==> src/rtl/btb_reader.sv <==
// btb_reader: direct-mapped branch target buffer with 2-bit saturating
// direction counters and a one-cycle registered lookup path.
//
// Ports:
//   clk            rising-edge clock
//   reset_n        synchronous active-low reset
//   stall          hold prediction outputs, ignore lookup_valid
//   lookup_valid   fetch-side lookup request
//   lookup_pc      fetch PC to predict
//   update_valid   resolved-branch write request
//   update_pc      PC of the resolved branch
//   update_taken   resolved direction
//   update_target  resolved branch target
//   pred_valid     prediction outputs valid
//   pred_hit       tag match on a valid entry
//   pred_taken     predict taken
//   pred_target    next fetch PC
//
// Address split: index = pc[IDX:1], tag = pc[15:IDX+1], pc[0] ignored.
//
// Configuration macro BTB_BYPASS_EN: when defined, an update to the same
// index as a same-cycle lookup is forwarded so the lookup sees post-update
// contents. When undefined, the lookup reads the pre-update contents.
//
// Handshake: lookup_valid and update_valid are single-cycle qualifiers with
// no back-pressure; a request is consumed at the rising edge where it is
// high (lookup additionally requires stall=0, update is never blocked).
module btb_reader #(
  parameter int ENTRIES = 8
) (
  input  logic        clk,
  input  logic        reset_n,
  input  logic        stall,
  input  logic        lookup_valid,
  input  logic [15:0] lookup_pc,
  input  logic        update_valid,
  input  logic [15:0] update_pc,
  input  logic        update_taken,
  input  logic [15:0] update_target,
  output logic        pred_valid,
  output logic        pred_hit,
  output logic        pred_taken,
  output logic [15:0] pred_target
);

  localparam int IDX  = $clog2(ENTRIES);
  localparam int TAGW = 15 - IDX;

  logic            ent_valid  [ENTRIES];
  logic [TAGW-1:0] ent_tag    [ENTRIES];
  logic [15:0]     ent_target [ENTRIES];
  logic [1:0]      ent_ctr    [ENTRIES];

  logic [IDX-1:0]  l_idx;
  logic [TAGW-1:0] l_tag;
  logic [IDX-1:0]  u_idx;
  logic [TAGW-1:0] u_tag;

  assign l_idx = lookup_pc[IDX:1];
  assign l_tag = lookup_pc[15:IDX+1];
  assign u_idx = update_pc[IDX:1];
  assign u_tag = update_pc[15:IDX+1];

  // Bit 0 of both PCs is architecturally ignored (word-aligned fetch).
  logic unused_pc_lsb;
  assign unused_pc_lsb = lookup_pc[0] ^ update_pc[0];

  // New contents of the entry addressed by the update.
  logic        u_hit;
  logic [1:0]  u_ctr_new;
  logic [15:0] u_target_new;

  always_comb begin
    u_hit        = ent_valid[u_idx] && (ent_tag[u_idx] == u_tag);
    u_ctr_new    = update_taken ? 2'b10 : 2'b01;
    u_target_new = update_target;
    if (u_hit) begin
      if (update_taken) begin
        u_ctr_new = (ent_ctr[u_idx] == 2'b11) ? 2'b11 : ent_ctr[u_idx] + 2'b01;
      end else begin
        u_ctr_new    = (ent_ctr[u_idx] == 2'b00) ? 2'b00 : ent_ctr[u_idx] - 2'b01;
        u_target_new = ent_target[u_idx];
      end
    end
  end

  // Entry seen by the lookup, optionally with same-cycle update forwarded.
  logic            r_valid;
  logic [TAGW-1:0] r_tag;
  logic [15:0]     r_target;
  logic [1:0]      r_ctr;
  logic            nxt_hit;
  logic            nxt_taken;
  logic [15:0]     nxt_target;

  always_comb begin
    r_valid  = ent_valid[l_idx];
    r_tag    = ent_tag[l_idx];
    r_target = ent_target[l_idx];
    r_ctr    = ent_ctr[l_idx];
`ifdef BTB_BYPASS_EN
    if (update_valid && (u_idx == l_idx)) begin
      r_valid  = 1'b1;
      r_tag    = u_tag;
      r_target = u_target_new;
      r_ctr    = u_ctr_new;
    end
`endif
    nxt_hit    = lookup_valid && r_valid && (r_tag == l_tag);
    nxt_taken  = nxt_hit && r_ctr[1];
    nxt_target = nxt_taken ? r_target : lookup_pc + 16'd2;
  end

  always_ff @(posedge clk) begin
    if (!reset_n) begin
      for (int i = 0; i < ENTRIES; i++) begin
        ent_valid[i]  <= 1'b0;
        ent_tag[i]    <= '0;
        ent_target[i] <= 16'hFFFF;
        ent_ctr[i]    <= 2'b01;
      end
      pred_valid  <= 1'b0;
      pred_hit    <= 1'b0;
      pred_taken  <= 1'b0;
      pred_target <= 16'hFFFF;
    end else begin
      // Updates proceed regardless of stall.
      if (update_valid) begin
        ent_valid[u_idx]  <= 1'b1;
        ent_tag[u_idx]    <= u_tag;
        ent_target[u_idx] <= u_target_new;
        ent_ctr[u_idx]    <= u_ctr_new;
      end
      if (!stall) begin
        pred_valid  <= lookup_valid;
        pred_hit    <= nxt_hit;
        pred_taken  <= nxt_taken;
        pred_target <= nxt_target;
      end
    end
  end

endmodule
==> config.mk <==
export PLATFORM = sky130hd
export DESIGN_NAME = btb_reader
export DESIGN_NICKNAME = d
export VERILOG_FILES = /design/src/rtl/btb_reader.sv
export SDC_FILE = /design/constraint.sdc
export NUM_CORES = 1
export LEC_CHECK = 0
export ABC_AREA = 1
export BUFFER_PORTS_ARGS = -buffer_cell sky130_fd_sc_hd__buf_4
export CORE_AREA = 2 2 155 157
export DETAILED_ROUTE_END_ITERATION = 10
export DIE_AREA = 0 0 157 159
export GPL_ROUTABILITY_DRIVEN = 0
export PLACE_DENSITY = 0.83
export SYNTH_ARGS = -nofsm -noshare
export SYNTH_HDL_FRONTEND = slang
export SYNTH_SLANG_ARGS = --single-unit
export TNS_END_PERCENT = 1
==> constraint.sdc <==
create_clock -name clk -period 3.2 [get_ports clk]
set_input_delay 0.16 -clock clk [delete_from_list [all_inputs] [get_ports clk]]
set_output_delay 0.16 -clock clk [all_outputs]
set_load 0.01 [all_outputs]
==> results.tsv, run 1 <==
metric	value	unit
Worst R2R Path Depth	11	
CTS tree	built	
WHS Endpoint	ent_target[1][7]$_SDFFCE_PN1P_	
Switching Share	24.7	%
share of cells above drive strength 1	10.7	%
FILL cells	1663	
Worst slew margin	33.3	%
core area	0.0232	mm^2
hold path depth	3	
global-route met3 utilization	7.35	%
hold path start	update_target[7]	
wire per inst	20.0	um
register area	0.00775	mm^2
Total Routed Length	42800	um
post-layout util	70.9	%
Async S/R FF share, synth	0	%
Most Crowded Layer GR	met2	
HP Class	primary input to register	
total congestion overflow	0	
Tightest Pin Transition	0.999	ns
Peak Freq	0.378	GHz
vias	13100	
DR DRC count	0	
Worst R2R End	pred_target[0]$_SDFFE_PN1N_	
minimum clock period	2.65	ns
Starting Density	61.5	%
Netlist cell types	33	
vias per cell	6.12	
outcome	complete, no violations	
global-route wire length before repair	65300	um
Largest delay share family, worst path	simple AND/OR/NAND/NOR gates	
chip width	157	um
LEAKAGE	0.00686	uW
Non-Filler Instances	2135	
Nets	1849	
slowest stage cell, crit path	dlygate4sd3_1	
skew final	0.0349	ns
initial antenna violation count	0	
crit share post-route	82.7	%
largest family of logic cells by synthesized area	simple AND/OR/NAND/NOR gates	
H-tree Lvls	1	
Synth Area in Simple Gates	28.3	%
largest net degree at the start of global routing	104	
cell accounting for the most synthesized area	edfxtp_1	
Post-Synthesis Cells	1726	
fin. max-slew vios	0	
sequential fraction of design power	45.0	%
Initial DRC Count	2091	
top cell type's share of synthesized area	50.6	%
CTS max path bufs	3	
worst reg2reg startpoint	ent_tag[2][4]$_SDFFCE_PN0P_	
Area contributors post-synth	edfxtp_1 51%, nand2_1 13%, nand3_1 8.7%	
MaxCap Viol Count	0	
Psw	2250	uW
power density over cell area	553	mW/mm^2
port bufs	71	
RSZ-0062 raised after global routing	false	
register area share after synthesis	54.4	%
area delta synth->final	15.4	%
Root Driver	clkbuf_16	
Clock Sinks	267	
Crit Path Class	register to register	
clock power share	42.8	%
multiplexer share of the synthesized area	0	%
worst path cell trace	o211ai_1 > nand3_1 > nand2_1 > nand2_1 > nand2_1 > nand3_1 > nor2_1 > nand4_1 > nand3_1 > nand2_1 > dlygate4sd3_1	
data required time of the worst path	3.66	ns
crit path launch type	register	
die height	159	um
hold_ws	0.0110	ns
Setup Viol. Count Final	0	
#FFs+latches synth	267	
CP peak stage delay	0.55	ns
Worst-Skew Late Latency	0.57	ns
Post-Synth Adder-Cell Area	0.0878	%
Mapped Avg Cell Area	8.26	um^2
crit path max fanout	6	
pre-CTS WS	0.362	ns
First-pass DRT Iterations	6	
boundary pin count	73	
GRT Total Usage	33.9	%
WP data arrival	3.10	ns
clock slew at reported path FFs	0.06	ns
M2 GR Usage	53.5	%
post-synthesis xor/xnor area fraction	0.676	%
Worst VDD drop	0.000543	V
count leader, synth	nand2_1	
Synth Area in Compound Gates	8.68	%
critical path's most frequent cell	nand2_1	
critical path buffer and inverter count	1	
CP endpoint kind	register	
Primary FF master, synth	edfxtp_1	
synthesized net count	1781	
synthesized area	0.0143	mm^2
vias in the first global route	12300	
Resize count post-CTS	0	
Int Pwr	6840	uW
Post-synth EDFFs	240	
FF-to-FF setup slack	0.55	ns
# placed instances	2064	
cts bufs inserted	28	
met1 Track Usage GR	45.3	%
most frequent cells after synthesis	476 x nand2_1, 249 x nand3_1, 240 x edfxtp_1	
Detailed Place HPWL	26600	um
remaining antenna violation count	0	
area of the multi-input gates	0.00539	mm^2
Yosys Warn Count	0	
ant diodes	0	
Rows	56	
die area	0.0250	mm^2
TNS Setup	0	ns
post-route setup slack	0.553	ns
final hold viol count	0	
Comb pwr share	12.2	%
==> placed cells by master (no fill, tap or decap), types with 5 or more instances in the layout <==
cell / instances
dlygate4sd3_1: 19
nor2_1: 187
clkinv_2: 5
a221oi_1: 12
bufinv_16: 10
clkinv_1: 19
edfxtp_1: 240
o21ai_1: 12
nand4_1: 24
o22ai_1: 9
o21ai_0: 113
or2_2: 8
clkbuf_16: 28
xor2_1: 8
dfxtp_1: 27
a21oi_1: 62
buf_4: 124
o221ai_1: 10
nand3_1: 248
nand2_1: 476
inv_1: 136
inv_2: 5
==> per-layer routing <==
layer	vias to the layer above	share of wire [%]
met5	-	0
met1	6045	36
li1	5939	-
met4	0	4.5
met2	913	46
met3	167	13
==> flip-flops by register name (all words and copies together), names as in the netlist <==
register and count:
ent_target 128, pred_taken 1, pred_valid 1, ent_tag 96, ent_ctr 16, pred_hit 1
ent_valid 8, pred_target 16
==> logic make-up after synthesis <==
logic type               after synthesis
AND/OR/NAND/NOR                      957
flip-flops                           267
buffers and inverters                266
AO/OA/AOI/OAI                        224
XOR/XNOR                              11
adder cells (fa/ha/maj)                1
==> power groups by stage <==
stage | logic, uW | registers [uW] | clock network [uW]
after global routing | 1200 | 4110 | 4040
after detailed placement | 1040 | 4160 | 0
final | 1110 | 4090 | 3890
after floorplan | 657 | 4150 | 0
after CTS | 1070 | 4080 | 3890
after global placement | 1010 | 4150 | 0
==> how the worst max path moves through the flow <==
stage,startpoint,end,slack (ns),cells past startpoint
3_5_place_dp,update_pc[1],ent_target[6][3]$_SDFFCE_PN1P_,0.36,15
4_1_cts,ent_tag[2][4]$_SDFFCE_PN0P_,pred_target[0]$_SDFFE_PN1N_,0.62,12
6_report,ent_tag[2][4]$_SDFFCE_PN0P_,pred_target[0]$_SDFFE_PN1N_,0.55,11
5_1_grt,ent_tag[1][2]$_SDFFCE_PN0P_,pred_target[0]$_SDFFE_PN1N_,0.32,13
2_1_floorplan,update_pc[2],ent_target[7][0]$_SDFFCE_PN1P_,0.90,16
3_3_place_gp,update_pc[1],ent_target[6][6]$_SDFFCE_PN1P_,0.45,14
==> worst min-delay path: cells and delay by family <==
| family | cells | cell delay (ns) |
|---|---|---|
| and+or+nand+nor | 1 | 0.11 |
| buffers and inverters | 2 | 0.19 |
==> cell type report <==
type / instances / share of cell area [%]
sequential: 267 / 47.1
inverter: 157 / 3.58
timing repair buffer: 147 / 7.30
clock inverter: 20 / 2.28
multi-input combinational: 1193 / 32.8
clock buffer: 32 / 4.54
tap: 319 / 2.43
==> per-stage QoR <==
step	total power, uW	instance area [um^2]
3_3_place_gp	5160	15100
4_1_cts	9050	16400
2_1_floorplan	4800	14300
3_5_place_dp	5200	15100
5_1_grt	9340	16400
6_report	9090	16400
==> repair_timing <==
item	CTS	global route
buffers inserted	0	0
hold buffers	19	0
endpoints found under the hold margin	68	0
endpoints found under the setup margin	0	0
Power figures use the tool's default switching activity.
==> run 2, diff against run 1 <==
--- a/config.mk
+++ b/config.mk
@@ -5,11 +5,11 @@
 export SDC_FILE = /design/constraint.sdc
 export NUM_CORES = 1
 export LEC_CHECK = 0
-export ABC_AREA = 1
+export ABC_AREA = 0
 export BUFFER_PORTS_ARGS = -buffer_cell sky130_fd_sc_hd__buf_4
-export CORE_AREA = 2 2 155 157
+export CORE_AREA = 2 2 151 153
 export DETAILED_ROUTE_END_ITERATION = 10
-export DIE_AREA = 0 0 157 159
+export DIE_AREA = 0 0 153 155
 export GPL_ROUTABILITY_DRIVEN = 0
 export PLACE_DENSITY = 0.83
 export SYNTH_ARGS = -nofsm -noshare
==> constraint.sdc (replaced) <==
create_clock -name clk -period 2.8 [get_ports clk]
set_input_delay 0.14 -clock clk [delete_from_list [all_inputs] [get_ports clk]]
set_output_delay 0.14 -clock clk [all_outputs]
set_load 0.01 [all_outputs]
==> run 2 against run 1 <==
Against the previous run: critical endpoint is now ent_target[5][9]$_SDFFCE_PN1P_; final cell count fell by 31%; sequential share of layout area rose by 0.62 points; via count fell by 26%; count of clock-buffer cells in the layout rose by 5; synthesized cell count fell by 42%; maximum frequency fell by 2.0%; final area fell by 1.3%; routed wire length fell by 16%.
==> results.tsv, run 2 <==
metric	value	unit	change
multiplexer share of the synthesized area	15.0	%	was 0%
FF-to-FF setup slack	0.10	ns	was 0.55 ns
CTS max path bufs	3		unchanged
Worst R2R Path Depth	11		unchanged
count leader, synth	edfxtp_1		was nand2_1
Rows	55		was 56
Synth Area in Compound Gates	5.25	%	was 8.68%
Mapped Avg Cell Area	13.4	um^2	was 8.26 um^2
Non-Filler Instances	1476		was 2135
global-route wire length before repair	55200	um	was 65300 um
#FFs+latches synth	267		unchanged
WP data arrival	3.00	ns	was 3.10 ns
H-tree Lvls	1		unchanged
outcome	complete, no violations		unchanged
max reg flops	128		unchanged
data required time of the worst path	3.10	ns	was 3.66 ns
minimum clock period	2.70	ns	was 2.65 ns
Peak Freq	0.370	GHz	was 0.378 GHz
clock slew at reported path FFs	0.06	ns	about the same
register with the most flip-flops	ent_target		unchanged
Post-Synthesis Cells	1007		was 1726
power density over cell area	598	mW/mm^2	was 553 mW/mm^2
Root Driver	clkbuf_16		unchanged
TNS Setup	0	ns	unchanged
worst path cell trace	mux2_2 > a221oi_2 > o21ai_1 > xor2_1 > buf_4 > nor4_4 > nand4_1 > buf_4 > nand2_1 > nand2_1 > buf_12		was o211ai_1 > nand3_1 > nand2_1 > nand2_1 > nand2_1 > nand3_1 > nor2_1 > nand4_1 > nand3_1 > nand2_1 > dlygate4sd3_1
die area	0.0237	mm^2	was 0.0250 mm^2
RSZ-0062 raised after global routing	false		unchanged
initial antenna violation count	0		unchanged
most frequent cells after synthesis	240 x edfxtp_1, 132 x or2_2, 74 x nand2_1		was 476 x nand2_1, 249 x nand3_1, 240 x edfxtp_1
# placed instances	1379		was 2064
Area contributors post-synth	edfxtp_1 54%, mux4_2 9.4%, or2_2 6.1%		was edfxtp_1 51%, nand2_1 13%, nand3_1 8.7%
Total Routed Length	36100	um	was 42800 um
Clock Sinks	267		unchanged
GRT Total Usage	30.5	%	was 33.9%
die height	155	um	was 159 um
Post-Synth Adder-Cell Area	0.0930	%	was 0.0878%
wire per inst	24.4	um	was 20.0 um
Worst-Skew Late Latency	0.55	ns	was 0.57 ns
commonest non-fill, non-tap cell in the layout	edfxtp_1		was nand2_1
remaining antenna violation count	0		unchanged
most frequent cells in the layout	240 x edfxtp_1, 147 x buf_4, 132 x or2_2		was 476 x nand2_1, 248 x nand3_1, 240 x edfxtp_1
crit path max fanout	16		was 6
ant diodes	0		unchanged
CP endpoint kind	register		unchanged
top cell type's share of synthesized area	53.6	%	was 50.6%
Nets	1224		was 1849
CP peak stage delay	0.41	ns	was 0.55 ns
cts bufs inserted	28		unchanged
Yosys Warn Count	0		unchanged
Initial DRC Count	1206		was 2091
post-layout util	73.0	%	was 70.9%
vias per cell	6.52		was 6.12
worst reg2reg startpoint	ent_tag[2][6]$_SDFFCE_PN0P_		was ent_tag[2][4]$_SDFFCE_PN0P_
CTS tree	built		unchanged
Worst slew margin	56.7	%	was 33.3%
chip width	153	um	was 157 um
First-pass DRT Iterations	8		was 6
WHS Endpoint	pred_target[13]$_SDFFE_PN1N_		was ent_target[1][7]$_SDFFCE_PN1P_
Post-DP Area	0.0148	mm^2	was 0.0151 mm^2
Post-synth EDFFs	240		unchanged
Synth Area in Simple Gates	16.7	%	was 28.3%
Crit Path Class	register to register		unchanged
Worst VDD drop	0.000442	V	was 0.000543 V
Async S/R FF share, synth	0	%	unchanged
cell accounting for the most synthesized area	edfxtp_1		unchanged
crit path launch type	register		unchanged
port bufs	71		unchanged
crit share post-route	96.4	%	was 82.7%
share of cells above drive strength 1	35.8	%	was 10.7%
skew final	0.00920	ns	was 0.0349 ns
largest family of logic cells by synthesized area	simple AND/OR/NAND/NOR gates		unchanged
largest net degree at the start of global routing	43		was 104
Setup Viol. Count Final	0		unchanged
design area	0.0162	mm^2	was 0.0164 mm^2
HP Class	primary input to register		unchanged
Netlist cell types	58		was 33
Worst R2R End	ent_target[5][9]$_SDFFCE_PN1P_		was pred_target[0]$_SDFFE_PN1N_
core area	0.0222	mm^2	was 0.0232 mm^2
vias	9621		was 13100
post-synthesis xor/xnor area fraction	2.15	%	was 0.676%
synthesized net count	1062		was 1781
hold path depth	3		unchanged
crit path from	ent_tag[2][6]$_SDFFCE_PN0P_		was ent_tag[2][4]$_SDFFCE_PN0P_
MaxCap Viol Count	0		unchanged
Detailed Place HPWL	23100	um	was 26600 um
total congestion overflow	0		unchanged
vias in the first global route	9702		was 12300
DR DRC count	0		unchanged
fin. max-slew vios	0		unchanged
area delta synth->final	20.7	%	was 15.4%
Primary FF master, synth	edfxtp_1		unchanged
LEAKAGE	0.00608	uW	was 0.00686 uW
Starting Density	60.5	%	was 61.5%
synthesized area	0.0134	mm^2	was 0.0143 mm^2
boundary pin count	73		unchanged
Tightest Pin Transition	0.647	ns	was 0.999 ns
register area share after synthesis	57.6	%	was 54.4%
largest registers	ent_target x128, ent_tag x96		unchanged
slowest stage cell, crit path	edfxtp_1		was dlygate4sd3_1
hold path start	lookup_pc[13]		was update_target[7]
final hold viol count	0		unchanged
## run 2: report_power, final
group          leakage, uW  switching, uW  internal [uW]
clock             0.000473           1540           2270
sequential         0.00259            111           4580
combinational      0.00301            648            560
total              0.00608           2300           7410
## run 2: worst max path at each step
stage	endpoint	slack (ns)	cells past startpoint
after floorplan	ent_target[0][0]$_SDFFCE_PN1P_	-0.11	11
after global placement	ent_target[6][11]$_SDFFCE_PN1P_	0.02	12
after detailed placement	pred_target[14]$_SDFFE_PN1N_	-0.04	10
after CTS	pred_target[13]$_SDFFE_PN1N_	0.03	9
after global routing	ent_target[4][11]$_SDFFCE_PN1P_	0.005	11
final	ent_target[5][9]$_SDFFCE_PN1P_	0.10	11
## run 2: per-layer routing
metal,wire [um],share of wire [%],GRT usage (%),vias to the layer above
li1,-,-,-,4121
met1,13500,37,41.4,4747
met2,17300,48,48.8,646
met3,4030,11,6.43,107
met4,1230,3.4,12.1,0
met5,0,0,0,-
## run 2: final cells by class
type / count / area [um^2]
repair buffers: 202 / 1790
inverters: 21 / 78.8
clock inverters: 15 / 160
well taps: 285 / 357
flip-flops and latches: 267 / 7750
multi-input cells: 649 / 5310
clock buffers: 37 / 795
fillers: 1306 / 6000
## run 2: metrics by stage
| stage | total power, uW | hold slack, ns | setup slack (ns) |
|---|---|---|---|
| 2_1_floorplan | 5370 | 0.270 | -0.110 |
| 3_3_place_gp | 5840 | 0.412 | 0.0164 |
| 3_5_place_dp | 5880 | 0.432 | -0.0420 |
| 4_1_cts | 9650 | 0.00853 | 0.0289 |
| 5_1_grt | 9930 | 0.0275 | 0.00498 |
| 6_report | 9710 | 0.0153 | 0.100 |
## run 2: repair_timing
| action | CTS | global route |
|---|---|---|
| hold buffers | 40 | 0 |
| pin swaps | 2 | 2 |
| endpoints found under the setup margin | 16 | 203 |
| endpoints found under the hold margin | 227 | 0 |
| setup buffers | 3 | 1 |
| gates cloned | 1 | 0 |
| resized for setup | 5 | 11 |
## run 2: kinds of logic (layout without fill, tap and decap cells)
group | count (synthesis) | in the layout
DFF | 267 | 267
muxes | 115 | 115
adders and majority gates | 1 | 1
and+or+nand+nor | 399 | 399
buffers and inverters | 91 | 275
AOI/OAI and AO/OA | 101 | 101
xor gates and xnor gates | 33 | 33
## run 2: critical path: cells and delay by family, from the launching register on
kind,cells,cell delay [ns]
AOI/OAI and AO/OA,2,0.34
and+or+nand+nor,4,0.67
muxes,1,0.31
xor gates and xnor gates,1,0.18
DFF,1,0.41
buffers and inverters,3,0.54
==> run 3, diff against run 2 <==
--- a/config.mk
+++ b/config.mk
@@ -11,7 +11,8 @@
 export DETAILED_ROUTE_END_ITERATION = 10
 export DIE_AREA = 0 0 153 155
 export GPL_ROUTABILITY_DRIVEN = 0
-export PLACE_DENSITY = 0.83
+export PLACE_DENSITY = 0.8
+export RECOVER_POWER = 50
 export SYNTH_ARGS = -nofsm -noshare
 export SYNTH_HDL_FRONTEND = slang
 export SYNTH_SLANG_ARGS = --single-unit
==> run 3 against run 2 <==
Against the previous run: final area is 0.97% lower; via count fell by 0.38%; final cell count rose by 0.81%; utilization is 0.71 points lower; first-iteration DRC count down 13%; combinational power hardly changed; clock power is essentially flat; clock skew rose by 0.0072 ns.
==> results.tsv, run 3 (synthesized netlist as in run 2, its figures left out) <==
metric	value	unit	change
chip width	153	um	unchanged
fin. max-slew vios	0		unchanged
skew final	0.0164	ns	was 0.00920 ns
Post-DP Area	0.0149	mm^2	was 0.0148 mm^2
final hold viol count	0		unchanged
TNS Setup	0	ns	unchanged
boundary pin count	73		unchanged
First-pass DRT Iterations	5		was 8
commonest non-fill, non-tap cell in the layout	edfxtp_1		unchanged
crit path launch type	register		unchanged
largest net degree at the start of global routing	34		was 43
Tightest Pin Transition	1.24	ns	was 0.647 ns
area of the multi-input gates	0.00529	mm^2	was 0.00531 mm^2
CTS tree	built		unchanged
Initial DRC Count	1045		was 1206
most frequent cells in the layout	240 x edfxtp_1, 132 x or2_2, 121 x buf_4		was 240 x edfxtp_1, 147 x buf_4, 132 x or2_2
LEAKAGE	0.00595	uW	was 0.00608 uW
MaxCap Viol Count	0		unchanged
global-route wire length before repair	55000	um	was 55200 um
cts bufs inserted	28		unchanged
Setup Viol. Count Final	0		unchanged
DR DRC count	0		unchanged
vias	9584		was 9621
power density over cell area	601	mW/mm^2	was 598 mW/mm^2
Crit Path Class	register to register		unchanged
minimum clock period	2.76	ns	was 2.70 ns
Peak Freq	0.362	GHz	was 0.370 GHz
wire per inst	24.3	um	was 24.4 um
Root Driver	clkbuf_16		unchanged
core area	0.0222	mm^2	unchanged
data required time of the worst path	3.21	ns	was 3.10 ns
Clock Sinks	267		unchanged
vias per cell	6.44		was 6.52
die height	155	um	unchanged
register with the most flip-flops	ent_target		unchanged
Nets	1236		was 1224
register area	0.00775	mm^2	unchanged
Starting Density	60.5	%	unchanged
area delta synth->final	19.5	%	was 20.7%
share of cells above drive strength 1	32.3	%	was 35.8%
post-CTS setup buffer count	0		was 3
HP Class	primary input to register		unchanged
largest registers	ent_target x128, ent_tag x96		unchanged
Worst slew margin	17.6	%	was 56.7%
CTS max path bufs	3		unchanged
Worst VDD drop	0.000348	V	was 0.000442 V
GRT Total Usage	30.4	%	was 30.5%
die area	0.0237	mm^2	unchanged
H-tree Lvls	1		unchanged
Worst-Skew Late Latency	0.55	ns	about the same
FILL cells	1479		was 1306
CP endpoint kind	register		unchanged
crit path max fanout	17		was 16
crit share post-route	98.6	%	was 96.4%
RSZ-0062 raised after global routing	true		was false
total congestion overflow	0		unchanged
max reg flops	128		unchanged
vias in the first global route	9661		was 9702
initial antenna violation count	0		unchanged
Rows	55		unchanged
ant diodes	0		unchanged
clock slew at reported path FFs	0.06	ns	about the same
port bufs	71		unchanged
outcome	complete, no violations		unchanged
Detailed Place HPWL	23700	um	was 23100 um
remaining antenna violation count	0		unchanged
WP data arrival	3.17	ns	was 3.00 ns
design area	0.0161	mm^2	was 0.0162 mm^2
Total Routed Length	36200	um	was 36100 um
run 3: cell types whose count changed in the layout (fill, tap and decap cells not counted), sizes merged:
cell / previous run / this run
buf: 162 / 130
bufinv: 3 / 4
clkbuf: 37 / 76
clkinv: 13 / 15
clkinvlp: 1 / 2
inv: 19 / 20
run 3: worst paths after layout:
path                               startpoint                           end  slack, ns  cells past startpoint
hold reg to reg          ent_valid[5]$_DFF_P_          ent_valid[5]$_DFF_P_       0.47                      2
setup / recovery  ent_tag[5][8]$_SDFFCE_PN0P_  pred_target[14]$_SDFFE_PN1N_       0.04                      9
hold / removal                  lookup_pc[12]  pred_target[12]$_SDFFE_PN1N_       0.02                      3
setup reg to reg  ent_tag[5][8]$_SDFFCE_PN0P_  pred_target[14]$_SDFFE_PN1N_       0.04                      9
run 3: stage by stage:
stage	setup slack [ns]	hold WS, ns	instances	utilization, %	total power, uW
final	0.0387	0.0184	1488	72.3	9650
after global routing	-0.102	0.0155	1488	72.3	9900
after CTS	0.0173	0.00451	1488	73.2	9670
after detailed placement	-0.0171	0.429	1396	67.1	5900
after global placement	0.0279	0.407	1396	67.1	5860
after floorplan	-0.110	0.270	1007	-	5370
run 3: timing repair:
item,in CTS,in global routing
setup endpoints to repair,12,160
hold buffers,40,0
pin swaps,0,2
resized for setup,2,3
hold endpoints to repair,232,0
run 3: worst max-delay path, stage by stage (launching register included):
cell      delay [ns]
edfxtp_1        0.39
mux4_1          0.56
mux2i_4         0.20
xnor2_1         0.10
nor4_2          0.26
nand4_1         0.18
or4_4           0.54
buf_6           0.17
o22ai_1         0.14
a31oi_1         0.07
run 3: area by class of cell:
class	instances	share of cell area, %
clock buffer	32	4.59
timing repair buffer	214	10.3
clock inverter	20	1.26
multi-input combinational	649	32.9
tap	285	2.22
sequential	267	48.2
inverter	21	0.490
run 3: layer usage:
metal	GRT usage, %	wire, um	up-vias
met2	49.3	17300	615
li1	-	-	4155
met4	10.4	1190	0
met5	0	0	-
met3	5.79	4030	112
met1	41.9	13700	4702
run 3: where the power goes:
group | switching (uW) | internal (uW) | total, uW | leakage, uW
clock network | 1530 | 2250 | 3780 | 0.000459
logic | 647 | 535 | 1180 | 0.00290
registers | 103 | 4580 | 4690 | 0.00259
total | 2280 | 7370 | 9650 | 0.00595
